File: src/rtl/reg_display_scan_if.sv
// reg_display_scan_if: cpu register inputs and seven-segment display outputs of the scan block
interface reg_display_scan_if;
    logic [7:0] reg0;
    logic [7:0] reg1;
    logic [7:0] reg2;
    logic [7:0] reg3;
    logic       hold;
    logic [7:0] an;
    logic [6:0] seg;
    logic       dp;
    logic       frame_tick;

    modport master (
        output reg0, reg1, reg2, reg3, hold,
        input  an, seg, dp, frame_tick
    );

    modport slave (
        input  reg0, reg1, reg2, reg3, hold,
        output an, seg, dp, frame_tick
    );
endinterface

File: src/rtl/reg_display_scan.sv
// reg_display_scan: scans four cpu registers as eight hex digits on a common-anode display;
// define LEADING_ZERO_BLANK_EN to blank a register's high digit when its high nibble is zero
module reg_display_scan #(
    parameter int REFRESH_DIV  = 100000,
    parameter int BLANK_CYCLES = 16
) (
    input logic               clk,
    input logic               rst_n,
    reg_display_scan_if.slave bus
);
    localparam int CW = $clog2(REFRESH_DIV);
    localparam logic [6:0] HEX [16] = '{
        7'h40, 7'h79, 7'h24, 7'h30, 7'h19, 7'h12, 7'h02, 7'h78,
        7'h00, 7'h10, 7'h08, 7'h03, 7'h46, 7'h21, 7'h06, 7'h0E
    };

    logic [CW-1:0] cnt;
    logic [2:0]    idx;
    logic [7:0]    shadow [4];
    logic [31:0]   flat;
    logic [3:0]    nib;
    logic          term;
    logic          frame_end;
    logic          blank;
    logic          lead_zero;
    logic          off;

    assign term      = cnt == CW'(REFRESH_DIV - 1);
    assign frame_end = term && idx == 3'd7;
    assign flat      = {shadow[3], shadow[2], shadow[1], shadow[0]};
    assign nib       = flat[{idx, 2'b00} +: 4];

    generate
        if (BLANK_CYCLES == 0) begin : g_no_blank
            assign blank = 1'b0;
        end else begin : g_blank
            assign blank = cnt < CW'(BLANK_CYCLES);
        end
    endgenerate

`ifdef LEADING_ZERO_BLANK_EN
    assign lead_zero = idx[0] && nib == 4'h0;
`else
    assign lead_zero = 1'b0;
`endif

    assign off = blank || lead_zero;

    // slot divider and digit index, wrapping every 8*REFRESH_DIV cycles
    always_ff @(posedge clk or negedge rst_n) begin
        if (!rst_n) begin
            cnt <= '0;
            idx <= 3'd0;
        end else begin
            cnt <= term ? '0 : cnt + 1'b1;
            if (term) idx <= idx + 3'd1;
        end
    end

    // snapshot all registers together at the frame boundary so no frame mixes old and new values
    always_ff @(posedge clk or negedge rst_n) begin
        if (!rst_n) begin
            for (int k = 0; k < 4; k++) shadow[k] <= 8'h00;
        end else if (frame_end && !bus.hold) begin
            shadow[0] <= bus.reg0;
            shadow[1] <= bus.reg1;
            shadow[2] <= bus.reg2;
            shadow[3] <= bus.reg3;
        end
    end

    // registered display drive; separators light between registers in slots 2, 4 and 6
    always_ff @(posedge clk or negedge rst_n) begin
        if (!rst_n) begin
            bus.an         <= 8'hFF;
            bus.seg        <= 7'h7F;
            bus.dp         <= 1'b1;
            bus.frame_tick <= 1'b0;
        end else begin
            bus.an         <= off ? 8'hFF : ~(8'd1 << idx);
            bus.seg        <= off ? 7'h7F : HEX[nib];
            bus.dp         <= off || idx[0] || idx == 3'd0;
            bus.frame_tick <= frame_end;
        end
    end
endmodule

File: src/flat_wrapper.sv
// flat-port wrapper written by rule: the top's interface ports become plain ports
module reg_display_scan_flat 
#(
    parameter int REFRESH_DIV  = 100000,
    parameter int BLANK_CYCLES = 16
)
  (clk, rst_n, bus_reg0, bus_reg1, bus_reg2, bus_reg3, bus_hold, bus_an, bus_seg, bus_dp, bus_frame_tick);
  reg_display_scan_if bus_i ();
  input logic clk;
  input logic rst_n;
  input wire logic [$bits(bus_i.reg0)-1:0] bus_reg0;
  input wire logic [$bits(bus_i.reg1)-1:0] bus_reg1;
  input wire logic [$bits(bus_i.reg2)-1:0] bus_reg2;
  input wire logic [$bits(bus_i.reg3)-1:0] bus_reg3;
  input wire logic [$bits(bus_i.hold)-1:0] bus_hold;
  output wire logic [$bits(bus_i.an)-1:0] bus_an;
  output wire logic [$bits(bus_i.seg)-1:0] bus_seg;
  output wire logic [$bits(bus_i.dp)-1:0] bus_dp;
  output wire logic [$bits(bus_i.frame_tick)-1:0] bus_frame_tick;
  assign bus_i.reg0 = bus_reg0;
  assign bus_i.reg1 = bus_reg1;
  assign bus_i.reg2 = bus_reg2;
  assign bus_i.reg3 = bus_reg3;
  assign bus_i.hold = bus_hold;
  assign bus_an = bus_i.an;
  assign bus_seg = bus_i.seg;
  assign bus_dp = bus_i.dp;
  assign bus_frame_tick = bus_i.frame_tick;
  reg_display_scan #(.REFRESH_DIV(REFRESH_DIV), .BLANK_CYCLES(BLANK_CYCLES)) u_core (.clk(clk), .rst_n(rst_n), .bus(bus_i));
endmodule
File: config.mk
export PLATFORM = sky130hd
export DESIGN_NAME = reg_display_scan_flat
export DESIGN_NICKNAME = d
export VERILOG_FILES = /design/src/rtl/reg_display_scan_if.sv /design/src/rtl/reg_display_scan.sv /design/src/flat_wrapper.sv
export SDC_FILE = /design/constraint.sdc
export NUM_CORES = 1
export LEC_CHECK = 0
export BUFFER_PORTS_ARGS = -buffer_cell sky130_fd_sc_hd__buf_2
export CORE_UTILIZATION = 24
export DETAILED_ROUTE_END_ITERATION = 7
export MAX_ROUTING_LAYER = met4
export SLEW_MARGIN = 20
export SYNTH_ARGS = -nofsm -noshare
export SYNTH_HDL_FRONTEND = slang
export SYNTH_SLANG_ARGS = --single-unit
File: constraint.sdc
create_clock -name clk -period 2.8 [get_ports clk]
set_input_delay 0.56 -clock clk [delete_from_list [all_inputs] [get_ports clk]]
set_output_delay 0.56 -clock clk [all_outputs]
set_load 0.01 [all_outputs]
==> metrics.md, run 1 <==
| Metric | Value |
|---|---|
| Routed length per instance | `13.0 microns` |
| Startpoint types | `flop` |
| Vias per cell | `4.36` |
| Yosys warns | `0` |
| DRC viols | `0` |
| Reg2Reg Depth | `7` |
| Seq/Total Area, Yosys | `53.7%` |
| Final Cycle Share | `between 90% and 100%` |
| Vias in the first global route | `2226` |
| Placed Cells | `478` |
| Max frequency | `393 MHz` |
| Flop pwr share | `46.6%` |
| Root Buffer | `clkbuf_16` |
| Port Buf Inserts | `51` |
| GPL Wtd Cong | `0.840` |
| DP Wirelength | `4780 microns` |
| Routed wire length | `6430 microns` |
| Status | `completed` |
| Tightest Pin Transition | `approximately 670 ps` |
| Share of the synthesized area in the top cell type | `between 40% and 50%` |
| NetSw | `439 uW` |
| Comb power frac | `roughly 2.2%` |
| Die footprint | `between 10000 and 15000 sq um` |
| Worst r2r src | `u_core.idx[0]` |
| H-tree depth | `3` |
| Total Routing Usage GR | `between 10% and 20%` |
| Setup WS post-layout | `257 ps` |
| Placed instance area | `3720 sq um` |
| Setup violations, final | `0` |
| Power Density | `533 nW/um^2` |
| Sw frac | `20.5%` |
| CTS Buffer Depth | `2` |
| Setup tns final | `0 ps` |
| Die Height | `118 microns` |
| Leak | `0.00189 uW` |
| Largest net degree at the start of global routing | `41` |
| Synth area leader | `dfrtp_1` |
| CTS tree | `built` |
| Initial Util | `24.6%` |
| Setup CP Type | `reg2reg` |
| Post-route minimum period | `between 2000 and 3000 ps` |
| Total global routing overflow | `0` |
| Core area | `13200 sq um` |
| Pre-CTS setup slack | `about 240 ps` |
| Worst skew pair latency | `330 ps` |
| First-pass GRT wire length | `approximately 11000 microns` |
| Final hold violation count | `0` |
| Worst Setup EP | `u_core.bus.seg[3]` |
| Clk pwr share | `51.3%` |
| Syn_nets | `301` |
| Total chip power | `2140 uW` |
| Drt first pass iters | `4` |
| Max-capacitance violation count | `0` |
| Filler cells | `1379` |
| Via count | `between 2000 and 2500` |
| CP startpoint | `u_core.idx[0]` |
| Internal power | `1710 uW` |
| Initial DRC Count | `75` |
| VDD IR-drop max | `roughly 260 uV` |
| Clk sink count | `69` |
| Die width | `approximately 120 microns` |
| R2R Setup Slk | `260 ps` |
| Crit-path max FO | `9` |
| Final nets | `360` |
| Pins Over Slew Limit | `0` |
| Unrepaired setup endpoints after global routing | `no` |
| CP Capture Type | `flop` |
| Clock transition at path regs | `~60 ps` |
| Row cnt | `42` |
| Synthesis-to-finish area growth | `23.7%` |
| Non-Filler Instances | `495` |
| RR Endpoint | `u_core.bus.seg[3]` |
| Syn Inst Count | `254` |
| Critical path arrival | `2760 ps` |
| Synth Cell Area | `3250 sq um` |
| Clock buffer count from CTS | `9` |
| Skew final | `9.10 ps` |
| I/O Pins | `52` |
| Yosys cell types | `41` |
| Register bit total from synthesis | `69` |
| Final ANT Viol Nets | `0` |
| Avg Inst Size Synth | `about 13 sq um` |
| Worst EP required | `3020 ps` |
| Post-CTS Setup Inserts | `0` |
| HP Class | `in2async` |
| Initial antenna violation count | `1` |
| Slew HR | `about 55%` |
| Synth top area cells | `dfrtp_1 (41%), dfstp_2 (13%), mux2_2 (12%)` |
| Post-route cell area | `4030 sq um` |
| Fraction of layout cells with a size suffix above 1 | `a little over two fifths` |
[cell usage in the layout, fill, tap and decap left out, drive strengths merged, types with 4 or more instances in the layout]
cell type	n
mux2	34
o21ai	5
clkinvlp	4
nand2	20
clkbuf	10
mux4	6
xor2	6
dfrtp	53
nor3	6
nand3	11
nor2	14
mux2i	9
xnor2	10
dfstp	16
inv	9
ha	12
buf	57
[sequential cells by signal, summed over array words and instances, names as in the netlist]
name	count
u_core.flat	32
u_core.cnt	17
u_core.bus.an	8
u_core.bus.seg	7
u_core.idx	3
u_core.bus.dp	1
u_core.bus.frame_tick	1
[kinds of logic after synthesis]
family / count (synthesis) / synth area share, %
AOI/OAI and AO/OA: 21 / 4.38
xor gates and xnor gates: 16 / 4.31
adders and majority gates: 12 / 4.61
buffers and inverters: 19 / 3.08
DFF: 69 / 53.7
muxes: 49 / 18.7
and+or+nand+nor: 68 / 11.3
[layout make-up]
class	count	area (sq um)	area share, %
diodes	1	2.50	0.0622
well taps	176	220	5.47
repair buffers	57	313	7.77
flip-flops and latches	69	1750	43.4
multi-input cells	166	1410	35.1
clock inverters	6	65.1	1.62
inverters	10	37.5	0.933
clock buffers	10	229	5.69
[power by group through the flow]
| stage | Clock [uW] | Combinational [uW] | Sequential, uW |
|---|---|---|---|
| CTS | 1120 | 49.1 | 999 |
| detailed placement | 0 | 48.7 | 1020 |
| global route | 1170 | 53.6 | 998 |
| global placement | 0 | 47.7 | 1020 |
| floorplan | 0 | 0.407 | 1020 |
| finish | 1100 | 46.5 | 999 |
[how the worst min path moves through the flow]
stage                                 end  depth (start not counted)     startpoint  slack [ps]
floorplan           u_core.bus.frame_tick                          0          rst_n         260
global placement            u_core.cnt[0]                          1  u_core.cnt[0]         480
detailed placement          u_core.cnt[0]                          1  u_core.cnt[0]         480
CTS                         u_core.idx[2]                          1          rst_n         290
global route              u_core.flat[10]                          1          rst_n         320
finish                    u_core.flat[12]                          1          rst_n         270
[critical path, cell delays in order, from the launching register on]
cell and delay (ps):
dfrtp_1 570, buf_4 210, mux4_2 510, mux2i_1 360, ha_1 240, nor3_1 60, a2111oi_0 400, a41oi_1 80
[synth_stat cells (all sizes together)]
library cell  instances
nand3                11
o211ai                2
and4                  2
clkinv                1
nand2                20
xnor2                10
mux2                 34
xor2                  6
o2bb2ai               1
nand4                 3
nand2b                1
nor3b                 1
a31oi                 2
o221ai                2
ha                   12
dfstp                16
clkbuf                3
o22a                  1
a41oi                 1
inv                   9
nor2                 14
mux2i                 9
a2111oi               1
nor3                  6
a22oi                 1
nor2b                 2
or3                   1
dfrtp                53
or4b                  1
nor4                  3
a21oi                 3
and3                  3
o22ai                 1
buf                   6
mux4                  6
o21ai                 5
a22o                  1
[per-stage QoR]
stage,hold WS (ps),utilization (%)
floorplan,264,-
global placement,476,28.1
detailed placement,481,28.1
CTS,292,30.3
global route,320,30.4
finish,270,30.4
[timing repair]
action	in CTS	in global routing
endpoints found under the hold margin	0	0
endpoints found under the setup margin	0	1
resized for setup	0	1
hold buffers	0	0
[routing by layer]
layer  global-route usage (%)  wire [microns]  vias to the layer above
met1                     14.4            3300                     1054
met2                     14.3            2710                       67
met5                        -               0                        -
met4                     4.51             122                        0
met3                     2.75             294                       13
li1                         -               -                     1024
No activity file was read; power rests on OpenSTA's default activity.
==> inputs of run 2 (changes only) <==
--- a/config.mk
+++ b/config.mk
@@ -6,9 +6,11 @@
 export NUM_CORES = 1
 export LEC_CHECK = 0
 export BUFFER_PORTS_ARGS = -buffer_cell sky130_fd_sc_hd__buf_2
+export CORE_ASPECT_RATIO = 0.8
 export CORE_UTILIZATION = 24
 export DETAILED_ROUTE_END_ITERATION = 7
 export MAX_ROUTING_LAYER = met4
+export PLACE_DENSITY_LB_ADDON = 0.25
 export SLEW_MARGIN = 20
 export SYNTH_ARGS = -nofsm -noshare
 export SYNTH_HDL_FRONTEND = slang
==> run 2 against run 1 <==
Register-to-register slack better by 30 ps. Final cell count shrank 1.0%. Largest cell class unchanged. Die area about the same. Critical path type unchanged. Sequential power barely moved. Clock-buffer cell count increased by 2. Critical path depth decreased by 1. Power fell by 3.5%. First-iteration DRC count increased by 49%.
==> metrics.md, run 2 (synthesis results as in run 1) <==
| Metric | Value |
|---|---|
| Setup tns final | `0 ps` |
| Initial antenna violation count | `0` |
| Vias per cell | `4.40` |
| Final ANT Viol Nets | `0` |
| Setup violations, final | `0` |
| Via count | `2156` |
| CTS Buffer Depth | `2` |
| Root Buffer | `clkbuf_16` |
| Worst EP required | `3020 ps` |
| Setup CP Type | `reg2reg` |
| Sw frac | `between 20% and 30%` |
| Total global routing overflow | `0` |
| CP Capture Type | `flop` |
| GRT met1 Usage | `16.4%` |
| DP Wirelength | `5090 microns` |
| Setup WS post-layout | `around 290 ps` |
| Total chip power | `2070 uW` |
| Final hold violation count | `0` |
| First-pass GRT wire length | `around 12000 microns` |
| Post-route minimum period | `2510 ps` |
| RR Endpoint | `u_core.bus.seg[3]` |
| Initial DRC Count | `112` |
| Max frequency | `398 MHz` |
| Core area | `13100 sq um` |
| Most frequent cells in the layout | `dfrtp_1 (53), buf_2 (51), mux2_2 (34)` |
| Worst r2r src | `u_core.idx[0]` |
| Startpoint types | `flop` |
| Vias in the first global route | `around 2200` |
| Post-route cell area | `between 3000 and 4000 sq um` |
| Final nets | `359` |
| Final Cycle Share | `89.7%` |
| Most Crowded Layer GR | `met1` |
| Flop pwr share | `48.3%` |
| Power Density | `518 nW/um^2` |
| Reg2Reg Depth | `6` |
| Clock buffer count from CTS | `9` |
| NetSw | `417 uW` |
| Slowest stage delay, CP | `600 ps` |
| H-tree depth | `3` |
| CP top delay family | `multiplexers` |
| Final Util | `30.6%` |
| Die Height | `106 microns` |
| Max-capacitance violation count | `0` |
| CP Depth | `6` |
| Routed length per instance | `14.2 microns` |
| Placed instance area | `3730 sq um` |
| Total Routing Usage GR | `~12%` |
| CTS Hold Bufs | `0` |
| Post-CTS Setup Inserts | `0` |
| Tightest Pin Transition | `513 ps` |
| VDD IR-drop max | `292 uV` |
| Die width | `132 microns` |
| Met3 Track Usage GR | `under 10%` |
| Status | `completed` |
| DRC viols | `0` |
| Die footprint | `14000 sq um` |
| Clk pwr share | `49.4%` |
| I/O Pins | `52` |
| Synthesis-to-finish area growth | `22.9%` |
| HP Class | `in2async` |
| Met2 global-route usage | `about 15%` |
| Fraction of layout cells with a size suffix above 1 | `41.3%` |
| Pre-CTS setup slack | `153 ps` |
| Largest net degree at the start of global routing | `61` |
| Max FFs per register | `32` |
| Clk sink count | `69` |
| Routed wire length | `6940 microns` |
| Port Buf Inserts | `just over 50` |
| Initial Util | `24.9%` |
| Drt first pass iters | `4` |
| Pins Over Slew Limit | `0` |
| Ant. Diodes | `0` |
| Row cnt | `37` |
| Skew final | `around 5.3 ps` |
| Worst skew pair latency | `~330 ps` |
| CP max-delay cell | `dfrtp_1` |
| Critical path arrival | `2730 ps` |
| Leak | `0.00189 uW` |
| Most common library cell in the layout ignoring fill and taps | `dfrtp_1` |
| CTS tree | `built` |
| GPL Wtd Cong | `0.781` |
| Slew HR | `approximately two thirds` |
| Crit-path max FO | `8` |
| Crit path cell chain | `mux4_2, mux2i_2, inv_1, ha_1, a2111oi_0, a41oi_1` |
| Worst Path Buf+Inv | `1` |
| R2R Setup Slk | `290 ps` |
| Internal power | `1650 uW` |
| Comb power frac | `2.3%` |
| Clock transition at path regs | `50 ps` |
| Unrepaired setup endpoints after global routing | `no` |
-- run 2: changes by cell type in the layout (fill, tap and decap cells not counted) --
cell,delta
buf_12,+1
buf_4,-2
bufinv_16,-1
clkbuf_8,+2
clkinv_2,+1
clkinvlp_4,-4
diode_2,-1
-- run 2: worst reg2reg max path, cell delays in order, from the launching register on --
cell and delay (ps):
dfrtp_1 600, mux4_2 580, mux2i_2 350, inv_1 140, ha_1 260, a2111oi_0 390
a41oi_1 90
-- run 2: worst max path at each step --
stage | start | end | slack [ps]
floorplan | u_core.idx[0] | u_core.bus.seg[3] | 460
global placement | u_core.idx[0] | u_core.bus.seg[3] | 290
detailed placement | u_core.idx[0] | u_core.bus.seg[3] | 150
CTS | u_core.idx[0] | u_core.bus.seg[3] | 130
global route | u_core.idx[0] | u_core.bus.seg[3] | 70
finish | u_core.idx[0] | u_core.bus.seg[3] | 290
-- run 2: cell type report --
class / instances / area, sq um
Multi-Input combinational cell: 166 / 1410
Inverter: 10 / 37.5
Timing Repair Buffer: 56 / 318
Sequential cell: 69 / 1750
Clock buffer: 12 / 256
Clock inverter: 2 / 10.0
Fill cell: 1338 / 9060
Tap cell: 175 / 219
-- run 2: through the flow --
| stage | instances | hold slack [ps] |
|---|---|---|
| final | 490 | 92.1 |
| after global routing | 490 | 104 |
| after CTS | 490 | 92.2 |
| after detailed placement | 476 | 450 |
| after global placement | 476 | 457 |
| after floorplan | 254 | 264 |
-- run 2: metal layers --
layer	up-vias	share of wire, %
li1	1020	-
met1	1052	52
met2	74	40
met3	10	5.7
met4	0	1.7
met5	-	0
-- run 2: what timing repair did --
action / CTS / global route
hold endpoints to repair: 0 / 0
setup endpoints to repair: 0 / 1
gates resized for setup: 0 / 1
-- run 2: power by group through the flow --
stage | Combinational, uW | Sequential (uW) | Clock (uW)
2_1_floorplan | 0.407 | 1020 | 0
3_3_place_gp | 51.3 | 1020 | 0
3_5_place_dp | 51.2 | 1020 | 0
4_1_cts | 51.4 | 999 | 1060
5_1_grt | 55.8 | 998 | 1110
6_report | 48.4 | 999 | 1020
